--- src/rtl/cache_set_nway.sv ---
// One N-way set of a write-back cache: tag lookup, byte-masked write hits, and miss handling by evict-then-refill of a victim way.
// Latency: hit/rdata are combinational in IDLE. A miss costs WORDS evict beats (only if the victim is dirty) plus WORDS refill beats.
// Backpressure: evict beats advance on evict_valid & evict_ready and refill beats on mem_valid & mem_ready. A stall holds all state.
// Build option: define CACHE_SET_PLRU_EN for tree pseudo-LRU replacement. Otherwise a round-robin pointer advances on each refill.
module cache_set_nway #(
  parameter int WAYS      = 4,
  parameter int TAG_WIDTH = 20,
  parameter int WORDS     = 4,
  localparam int WB       = $clog2(WORDS),
  localparam int WW       = $clog2(WAYS)
) (
  input  logic                 clk,
  input  logic                 reset,
  input  logic                 req_valid,
  input  logic                 req_write,
  input  logic [TAG_WIDTH-1:0] req_tag,
  input  logic [WB-1:0]        req_word,
  input  logic [31:0]          req_wdata,
  input  logic [3:0]           req_be,
  output logic                 hit,
  output logic [31:0]          rdata,
  input  logic                 refill_start,
  output logic                 busy,
  output logic                 victim_dirty,
  output logic                 evict_valid,
  input  logic                 evict_ready,
  output logic [31:0]          evict_data,
  output logic [TAG_WIDTH-1:0] evict_tag,
  output logic [WB-1:0]        evict_word,
  input  logic                 mem_valid,
  input  logic [31:0]          mem_rdata,
  output logic                 mem_ready
);

  typedef enum logic [1:0] {IDLE, EVICT, REFILL} state_t;

  state_t                 state_q, state_d;
  logic [WAYS-1:0]        valid_q, dirty_q;
  logic [TAG_WIDTH-1:0]   tag_q [WAYS];
  logic [31:0]            data_q [WAYS][WORDS];
  logic [WB-1:0]          cnt_q;
  logic [WW-1:0]          victim_q;
  logic [TAG_WIDTH-1:0]   new_tag_q;

  logic [WAYS-1:0]        hit_vec;
  logic [WW-1:0]          hit_way, victim_c, victim_sel, pol_victim;
  logic                   any_hit, idle, wr_hit, accept, ev_fire, mem_fire, last, refill_done;

  // Tag compare across all ways. Tags are unique within the set, so at most one way matches.
  always_comb begin
    hit_vec = '0;
    hit_way = '0;
    for (int w = 0; w < WAYS; w++) begin
      if (valid_q[w] && tag_q[w] == req_tag) begin
        hit_vec[w] = 1'b1;
        hit_way    = WW'(w);
      end
    end
  end

  // The lowest invalid way wins. Only a full set defers to the replacement policy.
  always_comb begin
    victim_c = pol_victim;
    for (int w = WAYS - 1; w >= 0; w--) begin
      if (!valid_q[w]) victim_c = WW'(w);
    end
  end

  assign idle        = (state_q == IDLE);
  assign any_hit     = |hit_vec;
  assign hit         = idle && req_valid && any_hit;
  assign rdata       = hit ? data_q[hit_way][req_word] : '0;
  assign wr_hit      = hit && req_write;
  assign accept      = idle && refill_start && !any_hit;
  assign last        = (cnt_q == WB'(WORDS - 1));
  assign ev_fire     = (state_q == EVICT) && evict_ready;
  assign mem_fire    = (state_q == REFILL) && mem_valid;
  assign refill_done = mem_fire && last;
  // The victim is latched once a miss is accepted, so the flag must track the latched way from then on.
  assign victim_sel   = idle ? victim_c : victim_q;
  assign victim_dirty = valid_q[victim_sel] && dirty_q[victim_sel];

`ifdef CACHE_SET_PLRU_EN
  // Heap-ordered tree: node n is stored at plru_q[n-1]. A bit of 1 means the victim lies in the right subtree.
  logic [WAYS-2:0] plru_q, plru_d;
  logic            touch_vld;
  logic [WW-1:0]   touch_way;
  int              vnode, unode;

  assign touch_vld = hit || refill_done;
  assign touch_way = hit ? hit_way : victim_q;

  // Walk the tree along the pointer bits to find the pseudo-LRU leaf.
  always_comb begin
    vnode = 1;
    for (int l = 0; l < WW; l++) vnode = 2 * vnode + int'(plru_q[vnode - 1]);
    pol_victim = WW'(vnode - WAYS);
  end

  // On each access, point every node on the used way's path away from that way.
  always_comb begin
    plru_d = plru_q;
    unode  = 1;
    if (touch_vld) begin
      for (int l = WW - 1; l >= 0; l--) begin
        plru_d[unode - 1] = ~touch_way[l];
        unode = 2 * unode + int'(touch_way[l]);
      end
    end
  end

  // Replacement-state register.
  always_ff @(posedge clk) begin
    if (reset) plru_q <= '0;
    else       plru_q <= plru_d;
  end
`else
  logic [WW-1:0] rr_q;

  assign pol_victim = rr_q;

  // The round-robin pointer advances only when a refill completes. Hits leave it alone.
  always_ff @(posedge clk) begin
    if (reset)            rr_q <= '0;
    else if (refill_done) rr_q <= rr_q + 1'b1;
  end
`endif

  // State register.
  always_ff @(posedge clk) begin
    if (reset) state_q <= IDLE;
    else       state_q <= state_d;
  end

  // Next-state logic. A dirty victim must be written back before it can be overwritten.
  always_comb begin
    state_d = state_q;
    case (state_q)
      IDLE:    if (accept)      state_d = victim_dirty ? EVICT : REFILL;
      EVICT:   if (ev_fire && last) state_d = REFILL;
      REFILL:  if (refill_done) state_d = IDLE;
      default: state_d = IDLE;
    endcase
  end

  // Output decode.
  always_comb begin
    busy        = (state_q != IDLE);
    evict_valid = (state_q == EVICT);
    mem_ready   = (state_q == REFILL);
    evict_tag   = tag_q[victim_q];
    evict_data  = data_q[victim_q][cnt_q];
    evict_word  = cnt_q;
  end

  // Control state. The counter is shared by the evict and refill streams and wraps to 0 when each phase ends.
  always_ff @(posedge clk) begin
    if (reset) begin
      valid_q   <= '0;
      dirty_q   <= '0;
      cnt_q     <= '0;
      victim_q  <= '0;
      new_tag_q <= '0;
    end else begin
      if (accept) begin
        victim_q  <= victim_c;
        new_tag_q <= req_tag;
      end
      if (wr_hit) dirty_q[hit_way] <= 1'b1;
      if (ev_fire || mem_fire) cnt_q <= last ? '0 : cnt_q + 1'b1;
      if (refill_done) begin
        valid_q[victim_q] <= 1'b1;
        dirty_q[victim_q] <= 1'b0;
      end
    end
  end

  // Line storage (data and tags) is deliberately not reset. Validity is tracked separately.
  always_ff @(posedge clk) begin
    if (!reset) begin
      if (wr_hit) begin
        for (int b = 0; b < 4; b++) begin
          if (req_be[b]) data_q[hit_way][req_word][8*b +: 8] <= req_wdata[8*b +: 8];
        end
      end
      if (mem_fire)    data_q[victim_q][cnt_q] <= mem_rdata;
      if (refill_done) tag_q[victim_q]         <= new_tag_q;
    end
  end

endmodule
--- config.mk ---
export PLATFORM = sky130hd
export DESIGN_NAME = cache_set_nway
export DESIGN_NICKNAME = d
export VERILOG_FILES = /design/src/rtl/cache_set_nway.sv
export SDC_FILE = /design/constraint.sdc
export NUM_CORES = 1
export LEC_CHECK = 0
export CAP_MARGIN = 5
export CORE_MARGIN = 10
export CORE_UTILIZATION = 25
export CTS_CLUSTER_DIAMETER = 120
export DETAILED_ROUTE_END_ITERATION = 8
export PLACE_DENSITY = 0.46
export SLEW_MARGIN = 20
export SYNTH_ARGS = -nofsm -noshare
export SYNTH_HDL_FRONTEND = slang
export SYNTH_SLANG_ARGS = --single-unit
export TNS_END_PERCENT = 10
--- constraint.sdc ---
create_clock -name clk -period 9.4 [get_ports clk]
set_input_delay 1.88 -clock clk [delete_from_list [all_inputs] [get_ports clk]]
set_output_delay 1.88 -clock clk [all_outputs]
set_load 0.1 [all_outputs]
==> impl_metrics.ini <==
[logic_synthesis]
synth_common_cells = 592 x edfxtp_1, 180 x mux4_2, 159 x clkbuf_1
ys_seq_area_share_pct = 58.5
netlist_instances = 2210
synth_cell_type_count = 62
synthFlopType = edfxtp_1
ys_ff_latch = 630
netlist_top_cells_area = edfxtp_1 56%, mux4_2 13%, dfxtp_1 2.4%
yosysTopAreaCell = edfxtp_1
yosysWarnings = 0
async_flop_share_pct = 0
syn-mean-instance-area_sq_um = 14.3
syn_nets = 2311
yosysMostFrequentCell = edfxtp_1
synth_top_area_share_pct = 56.1
synth_edf_count = 592
netlist_area_sq_um = 31700

[timing]
slew_viol_final = 0
finalCritPeriodShare_pct = 88.0
fin_skew_ps = 19.9
fin_ws_ps = 1120
worst_pin_slew_ps = 1200
slew_headroom_pct = 20.2
finalHoldViolCount = 0
max_freq_ghz = 0.121
fin_tns_setup_ps = 0
finalSetupViolations = 0
fin_crit_ps = 8280
rsz0062_at_grt = false

[cts]
cts_made_buffers = 76
cts.sinks = 630
cts_setup_buffers = 0
hold_buffers = 0
h-tree-depth = 3
clockBufferDepth = 3
cts-root-buf = clkbuf_16
cts.clk_slew.worst_paths_ps = 60
cts_tree = done
clk_latency_ps = 640
post_cts_resized = 0

[hold_path]
hold_class = reg2reg

[grt]
overflow = 0
grt_pass1_vias = 23100
grt_use_total_pct = 16.5
antenna_found_initial = 2
grt_max_degree = 97
grt_pass1_wl_um = 172000

[pwr]
switchingPower_mw = 1.46
p_seq_share_pct = 48.8
p_int_mw = 4.90
p_leak_nw = 11.3
sw_frac_of_total_pct = 23.0
p_comb_share_pct = 5.9
vdd_drop_max_uv = 125
power_density_nw_per_um2 = 167
power_mw = 6.36
clockPowerShare_pct = 45.3

[outcome]
outcome = complete, no violations

[worst_setup_path]
crit_type = in2out
cp-end-kind = output pin
required_ps = 7520
critPathArrivalTime_ps = 6400
cp-start-kind = input port
worst-path-max-fanout = 31

[finish]
stdcell_area_sq_um = 38000
fin_util_pct = 30.3
area.growth.synth_to_final_pct = 20.1
drive_gt1_share_pct = 23.0
layout.nets = 2410

[die]
die_area_sq_um = 141000
ioPinCount = 188
initial_utilization_pct = 25.2
rows = 130
core_area_sq_um = 126000
die_y_um = 376
die_w_um = 376

[routing]
ant_nets = 0
drt-pass1-iter-count = 5
drc = 0
vias = 22200
drt-total-wl_um = 120000
drt-initial-drc-count = 2099
drt-vias-per-instance = 5.53
wire_per_inst_um = 29.9

[place]
dp_slack_ps = 1090
io_buffers = 187
place.gp.congestion = 0.807
dpl_cell_area_sq_um = 35600
dpl.hpwl_um = 76800

[run]
maxCapViolCount = 0
## registers in the layout, summed over array words and instances, names as in the netlist, named ones only
register	cells
valid_q	4
dirty_q	4
state_q	2
evict_word	2
tag_q	80
new_tag_q	20
victim_q	2
data_q	512
pol_victim	2
## power by group through the flow
stage,combinational (mW),sequential (mW),clock [mW]
global placement,0.374,3.16,0
floorplan,0.220,3.16,0
finish,0.372,3.10,2.88
CTS,0.379,3.10,2.92
global route,0.395,3.10,3.03
detailed placement,0.378,3.16,0
## worst max-delay path, cell delays in order
cell	delay, ps
clkdlybuf4s50_1	560
xor2_1	250
or4_4	550
nor4_4	680
nand2_2	850
buf_4	620
o221a_2	210
o31ai_1	360
a211oi_2	200
buf_12	210
## layer usage
layer  up-vias  wire [um]  track usage, %
li1       9238          -               -
met1     11500      47600            20.8
met2      1197      59200            27.9
met3       227       8930            3.03
met4         2       4280            6.01
met5         -         17               0
## cell type report
| class | instances | area [sq um] |
|---|---|---|
| clock inverters | 38 | 284 |
| flip-flops and latches | 630 | 18500 |
| fillers | 12400 | 87700 |
| clock buffers | 96 | 2100 |
| well taps | 1650 | 2060 |
| multi-input cells | 1307 | 12100 |
| diodes | 1 | 2.50 |
| inverters | 39 | 146 |
| repair buffers | 255 | 2770 |
## metrics by stage
stage / std cells / hold WS (ps)
6_report: 4016 / 500
5_1_grt: 4015 / 516
4_1_cts: 4014 / 498
3_5_place_dp: 3880 / 485
3_3_place_gp: 3880 / 472
2_1_floorplan: 2210 / 460
## path summary, 6_finish.rpt
check / start / endpoint / slack (ps) / depth (start not counted)
min reg2reg: new_tag_q[17] / tag_q[1][17] / 500 / 0
max: req_tag[1] / rdata[12] / 1120 / 10
max reg2reg: tag_q[3][6] / data_q[2][58] / 4370 / 7
min: new_tag_q[17] / tag_q[1][17] / 500 / 0
## cell families after synthesis
family,share of synthesized area [%]
DFF,58.5
buffers and inverters,3.69
and+or+nand+nor,8.21
AOI/OAI and AO/OA,12.3
xor gates and xnor gates,2.29
muxes,14.8
adders and majority gates,0.158
## placed cells by master (no fill, tap or decap), types with 56 or more instances in the layout
cell             instances
nand3_1                 71
a21oi_1                 67
xnor2_1                 57
nor2_1                 143
clkdlybuf4s50_1        151
edfxtp_1               592
a2111oi_0               56
mux4_2                 180
buf_4                   64
clkbuf_16               81
o31ai_1                 64
No activity file was read; power rests on OpenSTA's default activity.
